**config.mk**
```make
export PLATFORM = sky130hd
export DESIGN_NAME = alu_result_queue_flat
export DESIGN_NICKNAME = d
export VERILOG_FILES = /design/src/rtl/alu_pkg.sv /design/src/rtl/alu_result_queue_if.sv /design/src/rtl/sync_fifo_core.sv /design/src/rtl/alu_result_queue.sv /design/src/flat_wrapper.sv
export SDC_FILE = /design/constraint.sdc
export NUM_CORES = 1
export LEC_CHECK = 0
export CORE_ASPECT_RATIO = 1.25
export CORE_MARGIN = 10
export CORE_UTILIZATION = 40
export DETAILED_ROUTE_END_ITERATION = 8
export DONT_BUFFER_PORTS = 1
export PLACE_DENSITY = 0.63
export SYNTH_ARGS = -nofsm -noshare
export SYNTH_HDL_FRONTEND = slang
export SYNTH_SLANG_ARGS = --single-unit
```
**constraint.sdc**
```tcl
create_clock -name clk -period 2.4 [get_ports clk]
set_input_delay 0.36 -clock clk [delete_from_list [all_inputs] [get_ports clk]]
set_output_delay 0.36 -clock clk [all_outputs]
set_load 0.1 [all_outputs]
```
**src/rtl/alu_pkg.sv**
```systemverilog
// Shared ALU definitions: op-select codes, flag bit positions and the
// packed width of one queued ALU result entry.
package alu_pkg;

   localparam logic [3:0] ADD = 4'd0;
   localparam logic [3:0] SUB = 4'd1;
   localparam logic [3:0] MUL = 4'd2;
   localparam logic [3:0] ROL = 4'd3;
   localparam logic [3:0] ROR = 4'd4;
   localparam logic [3:0] NEG = 4'd5;
   localparam logic [3:0] ABS = 4'd6;
   localparam logic [3:0] MAX = 4'd7;
   localparam logic [3:0] MIN = 4'd8;

   localparam int FLG_C = 0;
   localparam int FLG_Z = 1;
   localparam int FLG_V = 2;
   localparam int FLG_S = 3;

   localparam int ENTRY_W = 40;

   // Flags travel as {sign, ovf, zero, carry}.
   function automatic logic [3:0] pack_flags(input logic carry, input logic zero,
                                             input logic ovf, input logic sign);
      logic [3:0] f;
      f        = 4'b0000;
      f[FLG_C] = carry;
      f[FLG_Z] = zero;
      f[FLG_V] = ovf;
      f[FLG_S] = sign;
      return f;
   endfunction

endpackage

```
**src/rtl/alu_result_queue_if.sv**
```systemverilog
// Handshake bus between the ALU, the result queue and the writeback consumer.
interface alu_result_queue_if;
   logic        in_valid;
   logic        in_ready;
   logic [31:0] in_result;
   logic [3:0]  in_sel;
   logic        in_carry;
   logic        in_zero;
   logic        in_ovf;
   logic        in_sign;
   logic        out_valid;
   logic        out_ready;
   logic [31:0] out_result;
   logic [3:0]  out_sel;
   logic [3:0]  out_flags;

   modport slave (
      input  in_valid, in_result, in_sel, in_carry, in_zero, in_ovf, in_sign, out_ready,
      output in_ready, out_valid, out_result, out_sel, out_flags
   );

   modport master (
      output in_valid, in_result, in_sel, in_carry, in_zero, in_ovf, in_sign, out_ready,
      input  in_ready, out_valid, out_result, out_sel, out_flags
   );
endinterface

```
**src/rtl/sync_fifo_core.sv**
```systemverilog
// Synchronous FIFO storage with separately tracked occupancy. Ready/valid
// are registered and never depend combinationally on the opposite side.
module sync_fifo_core #(
   parameter int WIDTH = 40,
   parameter int DEPTH = 4
) (
   input  logic                     clk,
   input  logic                     rst,
   input  logic                     push_req,
   input  logic                     pop_req,
   input  logic [WIDTH-1:0]         wr_data,
   output logic [WIDTH-1:0]         rd_data,
   output logic                     push_ok,
   output logic                     not_full,
   output logic                     not_empty,
   output logic [$clog2(DEPTH):0]   count
);
   localparam int PTR_W = $clog2(DEPTH);
   localparam int CW    = PTR_W + 1;
   localparam logic [CW-1:0] FULL_CNT = CW'(DEPTH);

   logic [WIDTH-1:0] mem_r [DEPTH];
   logic [PTR_W-1:0] wr_ptr_r;
   logic [PTR_W-1:0] rd_ptr_r;
   logic [CW-1:0]    count_r;
   logic [CW-1:0]    count_s;
   logic             not_full_r;
   logic             not_empty_r;
   logic             push_s;
   logic             pop_s;

   assign push_s = push_req && not_full_r;
   assign pop_s  = pop_req && not_empty_r;

   // Next occupancy from the qualified push/pop pair.
   always_comb begin
      count_s = count_r;
      case ({push_s, pop_s})
         2'b10:   count_s = count_r + CW'(1);
         2'b01:   count_s = count_r - CW'(1);
         default: count_s = count_r;
      endcase
   end

   // Pointers, occupancy and the registered ready/valid status.
   always_ff @(posedge clk or posedge rst) begin
      if (rst) begin
         wr_ptr_r    <= {PTR_W{1'b0}};
         rd_ptr_r    <= {PTR_W{1'b0}};
         count_r     <= {CW{1'b0}};
         not_full_r  <= 1'b1;
         not_empty_r <= 1'b0;
      end else begin
         if (push_s) wr_ptr_r <= wr_ptr_r + PTR_W'(1);
         if (pop_s)  rd_ptr_r <= rd_ptr_r + PTR_W'(1);
         count_r     <= count_s;
         not_full_r  <= (count_s != FULL_CNT);
         not_empty_r <= (count_s != {CW{1'b0}});
      end
   end

   // Entry storage; contents are meaningless until written, so no reset.
   always_ff @(posedge clk) begin
      if (push_s) mem_r[wr_ptr_r] <= wr_data;
   end

   assign rd_data   = mem_r[rd_ptr_r];
   assign push_ok   = push_s;
   assign not_full  = not_full_r;
   assign not_empty = not_empty_r;
   assign count     = count_r;
endmodule

```
**src/rtl/alu_result_queue.sv**
```systemverilog
// Result/flag capture queue behind the ALU, with sticky carry/overflow
// status and a saturating overflow-event counter.
module alu_result_queue
   import alu_pkg::*;
#(
   parameter int DEPTH = 4,
   parameter int CNT_W = 16
) (
   input  logic                   clk,
   input  logic                   rst,
   alu_result_queue_if.slave      bus,
   input  logic                   clr_sticky,
   output logic [$clog2(DEPTH):0] count,
   output logic                   sticky_carry,
   output logic                   sticky_ovf,
   output logic [CNT_W-1:0]       ovf_events
);
   localparam logic [CNT_W-1:0] EV_MAX = {CNT_W{1'b1}};

   logic [ENTRY_W-1:0] wr_entry_s;
   logic [ENTRY_W-1:0] rd_entry_s;
   logic               push_s;
   logic               sticky_carry_r;
   logic               sticky_carry_s;
   logic               sticky_ovf_r;
   logic               sticky_ovf_s;
   logic [CNT_W-1:0]   ovf_events_r;
   logic [CNT_W-1:0]   ovf_events_s;

   assign wr_entry_s = {bus.in_sel,
                        pack_flags(bus.in_carry, bus.in_zero, bus.in_ovf, bus.in_sign),
                        bus.in_result};

   sync_fifo_core #(.WIDTH(ENTRY_W), .DEPTH(DEPTH)) u_fifo (
      .clk       (clk),
      .rst       (rst),
      .push_req  (bus.in_valid),
      .pop_req   (bus.out_ready),
      .wr_data   (wr_entry_s),
      .rd_data   (rd_entry_s),
      .push_ok   (push_s),
      .not_full  (bus.in_ready),
      .not_empty (bus.out_valid),
      .count     (count)
   );

   assign bus.out_sel    = rd_entry_s[39:36];
   assign bus.out_flags  = rd_entry_s[35:32];
   assign bus.out_result = rd_entry_s[31:0];

   // Sticky/counter next state: a qualifying push beats a coincident clear.
   always_comb begin
      sticky_carry_s = sticky_carry_r;
      sticky_ovf_s   = sticky_ovf_r;
      ovf_events_s   = ovf_events_r;
      if (push_s && bus.in_carry) sticky_carry_s = 1'b1;
      else if (clr_sticky)        sticky_carry_s = 1'b0;
      else                        sticky_carry_s = sticky_carry_r;
      if (push_s && bus.in_ovf) begin
         sticky_ovf_s = 1'b1;
         if (clr_sticky)                  ovf_events_s = CNT_W'(1);
         else if (ovf_events_r == EV_MAX) ovf_events_s = EV_MAX;
         else                             ovf_events_s = ovf_events_r + CNT_W'(1);
      end else if (clr_sticky) begin
         sticky_ovf_s = 1'b0;
         ovf_events_s = {CNT_W{1'b0}};
      end else begin
         sticky_ovf_s = sticky_ovf_r;
         ovf_events_s = ovf_events_r;
      end
   end

   // Exception status registers.
   always_ff @(posedge clk or posedge rst) begin
      if (rst) begin
         sticky_carry_r <= 1'b0;
         sticky_ovf_r   <= 1'b0;
         ovf_events_r   <= {CNT_W{1'b0}};
      end else begin
         sticky_carry_r <= sticky_carry_s;
         sticky_ovf_r   <= sticky_ovf_s;
         ovf_events_r   <= ovf_events_s;
      end
   end

   assign sticky_carry = sticky_carry_r;
   assign sticky_ovf   = sticky_ovf_r;
   assign ovf_events   = ovf_events_r;
endmodule

```
**src/flat_wrapper.sv**
```systemverilog
// flat-port wrapper written by rule: the top's interface ports become plain ports
module alu_result_queue_flat import alu_pkg::*;
#(
   parameter int DEPTH = 4,
   parameter int CNT_W = 16
)
  (clk, rst, clr_sticky, count, sticky_carry, sticky_ovf, ovf_events, bus_in_valid, bus_in_result, bus_in_sel, bus_in_carry, bus_in_zero, bus_in_ovf, bus_in_sign, bus_out_ready, bus_in_ready, bus_out_valid, bus_out_result, bus_out_sel, bus_out_flags);
  alu_result_queue_if bus_i ();
  input  logic clk;
  input  logic rst;
  input  logic clr_sticky;
  output logic [$clog2(DEPTH):0] count;
  output logic sticky_carry;
  output logic sticky_ovf;
  output logic [CNT_W-1:0] ovf_events;
  input wire logic [$bits(bus_i.in_valid)-1:0] bus_in_valid;
  input wire logic [$bits(bus_i.in_result)-1:0] bus_in_result;
  input wire logic [$bits(bus_i.in_sel)-1:0] bus_in_sel;
  input wire logic [$bits(bus_i.in_carry)-1:0] bus_in_carry;
  input wire logic [$bits(bus_i.in_zero)-1:0] bus_in_zero;
  input wire logic [$bits(bus_i.in_ovf)-1:0] bus_in_ovf;
  input wire logic [$bits(bus_i.in_sign)-1:0] bus_in_sign;
  input wire logic [$bits(bus_i.out_ready)-1:0] bus_out_ready;
  output wire logic [$bits(bus_i.in_ready)-1:0] bus_in_ready;
  output wire logic [$bits(bus_i.out_valid)-1:0] bus_out_valid;
  output wire logic [$bits(bus_i.out_result)-1:0] bus_out_result;
  output wire logic [$bits(bus_i.out_sel)-1:0] bus_out_sel;
  output wire logic [$bits(bus_i.out_flags)-1:0] bus_out_flags;
  assign bus_i.in_valid = bus_in_valid;
  assign bus_i.in_result = bus_in_result;
  assign bus_i.in_sel = bus_in_sel;
  assign bus_i.in_carry = bus_in_carry;
  assign bus_i.in_zero = bus_in_zero;
  assign bus_i.in_ovf = bus_in_ovf;
  assign bus_i.in_sign = bus_in_sign;
  assign bus_i.out_ready = bus_out_ready;
  assign bus_in_ready = bus_i.in_ready;
  assign bus_out_valid = bus_i.out_valid;
  assign bus_out_result = bus_i.out_result;
  assign bus_out_sel = bus_i.out_sel;
  assign bus_out_flags = bus_i.out_flags;
  alu_result_queue #(.DEPTH(DEPTH), .CNT_W(CNT_W)) u_core (.clk(clk), .rst(rst), .bus(bus_i), .clr_sticky(clr_sticky), .count(count), .sticky_carry(sticky_carry), .sticky_ovf(sticky_ovf), .ovf_events(ovf_events));
endmodule
```
==> results.toml <==
[setup_path]
ff2ff_setup_slack_ns = 0.39
cpMaxStageDelayCell = "mux4_2"
timing.rr.end = "u_core.u_fifo.not_empty$_DFF_PP0_"
cpMostUsedCell = "buf_12"
cp-end-kind = "output port"
worstReg2RegStart = "u_core.u_fifo.not_full$_DFF_PP1_"
critPathKind = "reg2out"
cp_max_fo = 21
path_cells = "buf_12, mux4_2, buf_12"
start_kind = "flip-flop"
crit_required_ns = 2.04
r2r_cells = 7
arrival_ns = 1.87
max_stage_delay_ns = 0.58

[timing]
rsz0062_at_grt = "false"
relSlewSlack_pct = 37.1
worst_pin_slew_ns = 0.943
setup_viol = 0
tns_ns = 0
min_period_ns = 2.23
fmax_ghz = 0.448
final_hold_viol_count = 0
skew_ns = 0.00684
drv_slew = 0
period_share_pct = 92.9

[global_routing]
grt-ovfl-total = 0
grt_pass1_vias = 3969
antenna_found_initial = 0
grt_start_max_net_pins = 41
grt_usage_pct = 12.2
grt_pass1_wl_um = 22500

[placed_design]
place_hpwl_um = 9390
gp_congestion = 0.768
portBuffers = 0
place_inst = 625

[layout]
drive_above_1_share_pct = 34.6
areaGrowthSynthToFinish_pct = 29.5
antenna_cells = 0
stdcell_count = 675
final_nets = 490

[logic_synthesis]
netlist_instances = 345
ys.flop_type = "edfxtp_1"
yosys-top-cells-area = "edfxtp_1 (67%), mux4_2 (13%), dfrtp_1 (9.1%)"
synth-seq-cells = 187
synth_top_area_share_pct = 67.1
synth_nets = 397
yosys_warnings = 0
synth_common_cells = "edfxtp_1 (160), mux4_2 (40), dfrtp_1 (26), a21oi_1 (9)"
netlist_area_mm2 = 0.00717
synth-edff-count = 160
yosysTopAreaCell = "edfxtp_1"
synth.most_common_cell = "edfxtp_1"
syn_area_per_cell_um2 = 20.8
yosysUniqueCellTypes = 36
async_flop_share_pct = 14.4
synth-seq-area-share_pct = 76.5

[clocking]
cts_tree = "done"
cts_root_buf = "clkbuf_16"
post_cts_buffers = 0
cts_buffers = 17
cts.sinks = 187
h-tree-depth = 4
clock_latency_ns = 0.42
clk_pin_slew_ns = 0.07
cts_buffer_depth = 2

[floorplanning]
num_rows = 54
initial_core_util_pct = 40.9
dieArea_mm2 = 0.0237
die_y_um = 170
io-pin-count = 108
coreArea_mm2 = 0.0175
fp.dieW_um = 140

[route]
ant_nets = 0
dr_total_vias = 3620
drt_iter0_markers = 154
wl_per_cell_um = 21.3
routed_wl_um = 14300
viasPerCell = 5.36
drc = 0
first_pass_iters = 4

[min_path]
min_path_type = "in2reg"
holdCritStartpoint = "bus_in_sel[1]"
whs_endpoint = "u_core.u_fifo.mem_r[1][37]$_DFFE_PP_"
worstHoldPathCells = 0

[job]
max-cap-violations = 0

[status]
outcome = "completed"
-- registers in the layout (all words and copies together), names as in the netlist --
register and count:
u_core.u_fifo.mem_r 160, u_core.ovf_events 16, u_core.u_fifo.count 3, u_core.u_fifo.rd_ptr_r 2
u_core.u_fifo.wr_ptr_r 2, u_core.sticky_carry 1, u_core.sticky_ovf 1, u_core.u_fifo.not_empty 1
u_core.u_fifo.not_full 1
-- per-layer routing --
layer	part of all wire [%]	wire length [µm]	vias up	global-route usage, %
li1	-	-	1611	-
met1	39	5580	1887	13.1
met2	51	7260	103	20.2
met3	9.2	1320	19	6.61
met4	1.3	188	0	4.05
met5	0	0	-	0
-- area by class of cell --
class,count,area (µm²)
fillers,1337,8220
flip-flops and latches,187,5490
multi-input cells,135,1600
repair buffers,90,1310
clock buffers,17,425
well taps,224,280
clock inverters,15,154
inverters,7,26.3
-- how the worst max path moves through the flow --
stage	start	to	cells past startpoint
finish	u_core.u_fifo.rd_ptr_r[0]$_DFFE_PP0N_	bus_out_result[27]	3
global route	u_core.u_fifo.rd_ptr_r[0]$_DFFE_PP0N_	bus_out_result[27]	3
CTS	u_core.u_fifo.rd_ptr_r[0]$_DFFE_PP0N_	bus_out_result[27]	3
detailed placement	u_core.u_fifo.not_full$_DFF_PP1_	u_core.u_fifo.not_empty$_DFF_PP0_	6
global placement	u_core.u_fifo.not_full$_DFF_PP1_	u_core.u_fifo.not_empty$_DFF_PP0_	6
floorplan	u_core.u_fifo.not_full$_DFF_PP1_	u_core.u_fifo.not_empty$_DFF_PP0_	7
-- critical path: cells and delay by family (launching register included) --
family / cells / cell delay, ns
mux: 1 / 0.58
flops: 1 / 0.45
buf+inv: 2 / 0.41
-- cells in the final DEF (no fill, tap or decap), types with 3 or more instances in the layout --
| cell | Yosys | routed |
|---|---|---|
| and3_2 | 0 | 4 |
| inv_8 | 0 | 6 |
| a311oi_1 | 4 | 4 |
| nor2_1 | 4 | 4 |
| dfrtp_1 | 26 | 24 |
| and3_1 | 8 | 4 |
| and4_1 | 8 | 8 |
| a21oi_1 | 9 | 9 |
| xnor2_1 | 4 | 4 |
| nand4_1 | 3 | 3 |
| a31oi_1 | 7 | 7 |
| inv_1 | 7 | 7 |
| nand2_1 | 4 | 4 |
| clkinv_4 | 0 | 3 |
| mux4_2 | 40 | 40 |
| edfxtp_1 | 160 | 160 |
| dlygate4sd3_1 | 0 | 18 |
| nand3_1 | 6 | 6 |
| ha_1 | 6 | 6 |
| buf_4 | 0 | 25 |
| nor3_1 | 8 | 8 |
| clkbuf_16 | 0 | 17 |
| buf_12 | 0 | 47 |
| and2_1 | 4 | 4 |
-- per-stage QoR --
step | setup slack [ns] | hold slack (ns) | instance area (µm²) | util (%)
floorplan | 0.0194 | 0.412 | 7170 | -
global placement | 0.456 | 0.340 | 8520 | 48.7
detailed placement | 0.385 | 0.339 | 8520 | 48.7
CTS | 0.123 | 0.00121 | 9180 | 52.4
global route | 0.102 | -0.000170 | 9280 | 53.0
finish | 0.170 | 0.0277 | 9280 | 53.0
-- what timing repair did --
action                                 CTS  global route
endpoints found under the hold margin   58            30
gates resized for setup                  0             0
hold buffers                             8            10
setup endpoints to repair                0             0
-- kinds of logic after synthesis --
| group | count (synthesis) | share of synthesized area (%) |
|---|---|---|
| flops | 187 | 76.5 |
| simple gates | 53 | 4.77 |
| mux | 42 | 12.9 |
| compound gates | 27 | 2.48 |
| buf+inv | 23 | 1.31 |
| fa+ha+maj | 7 | 1.33 |
| xor+xnor | 6 | 0.733 |
Power is left out: the tool's default activity adds up to more than one toggle a clock period on the data nets, which glitch-free logic cannot reach.
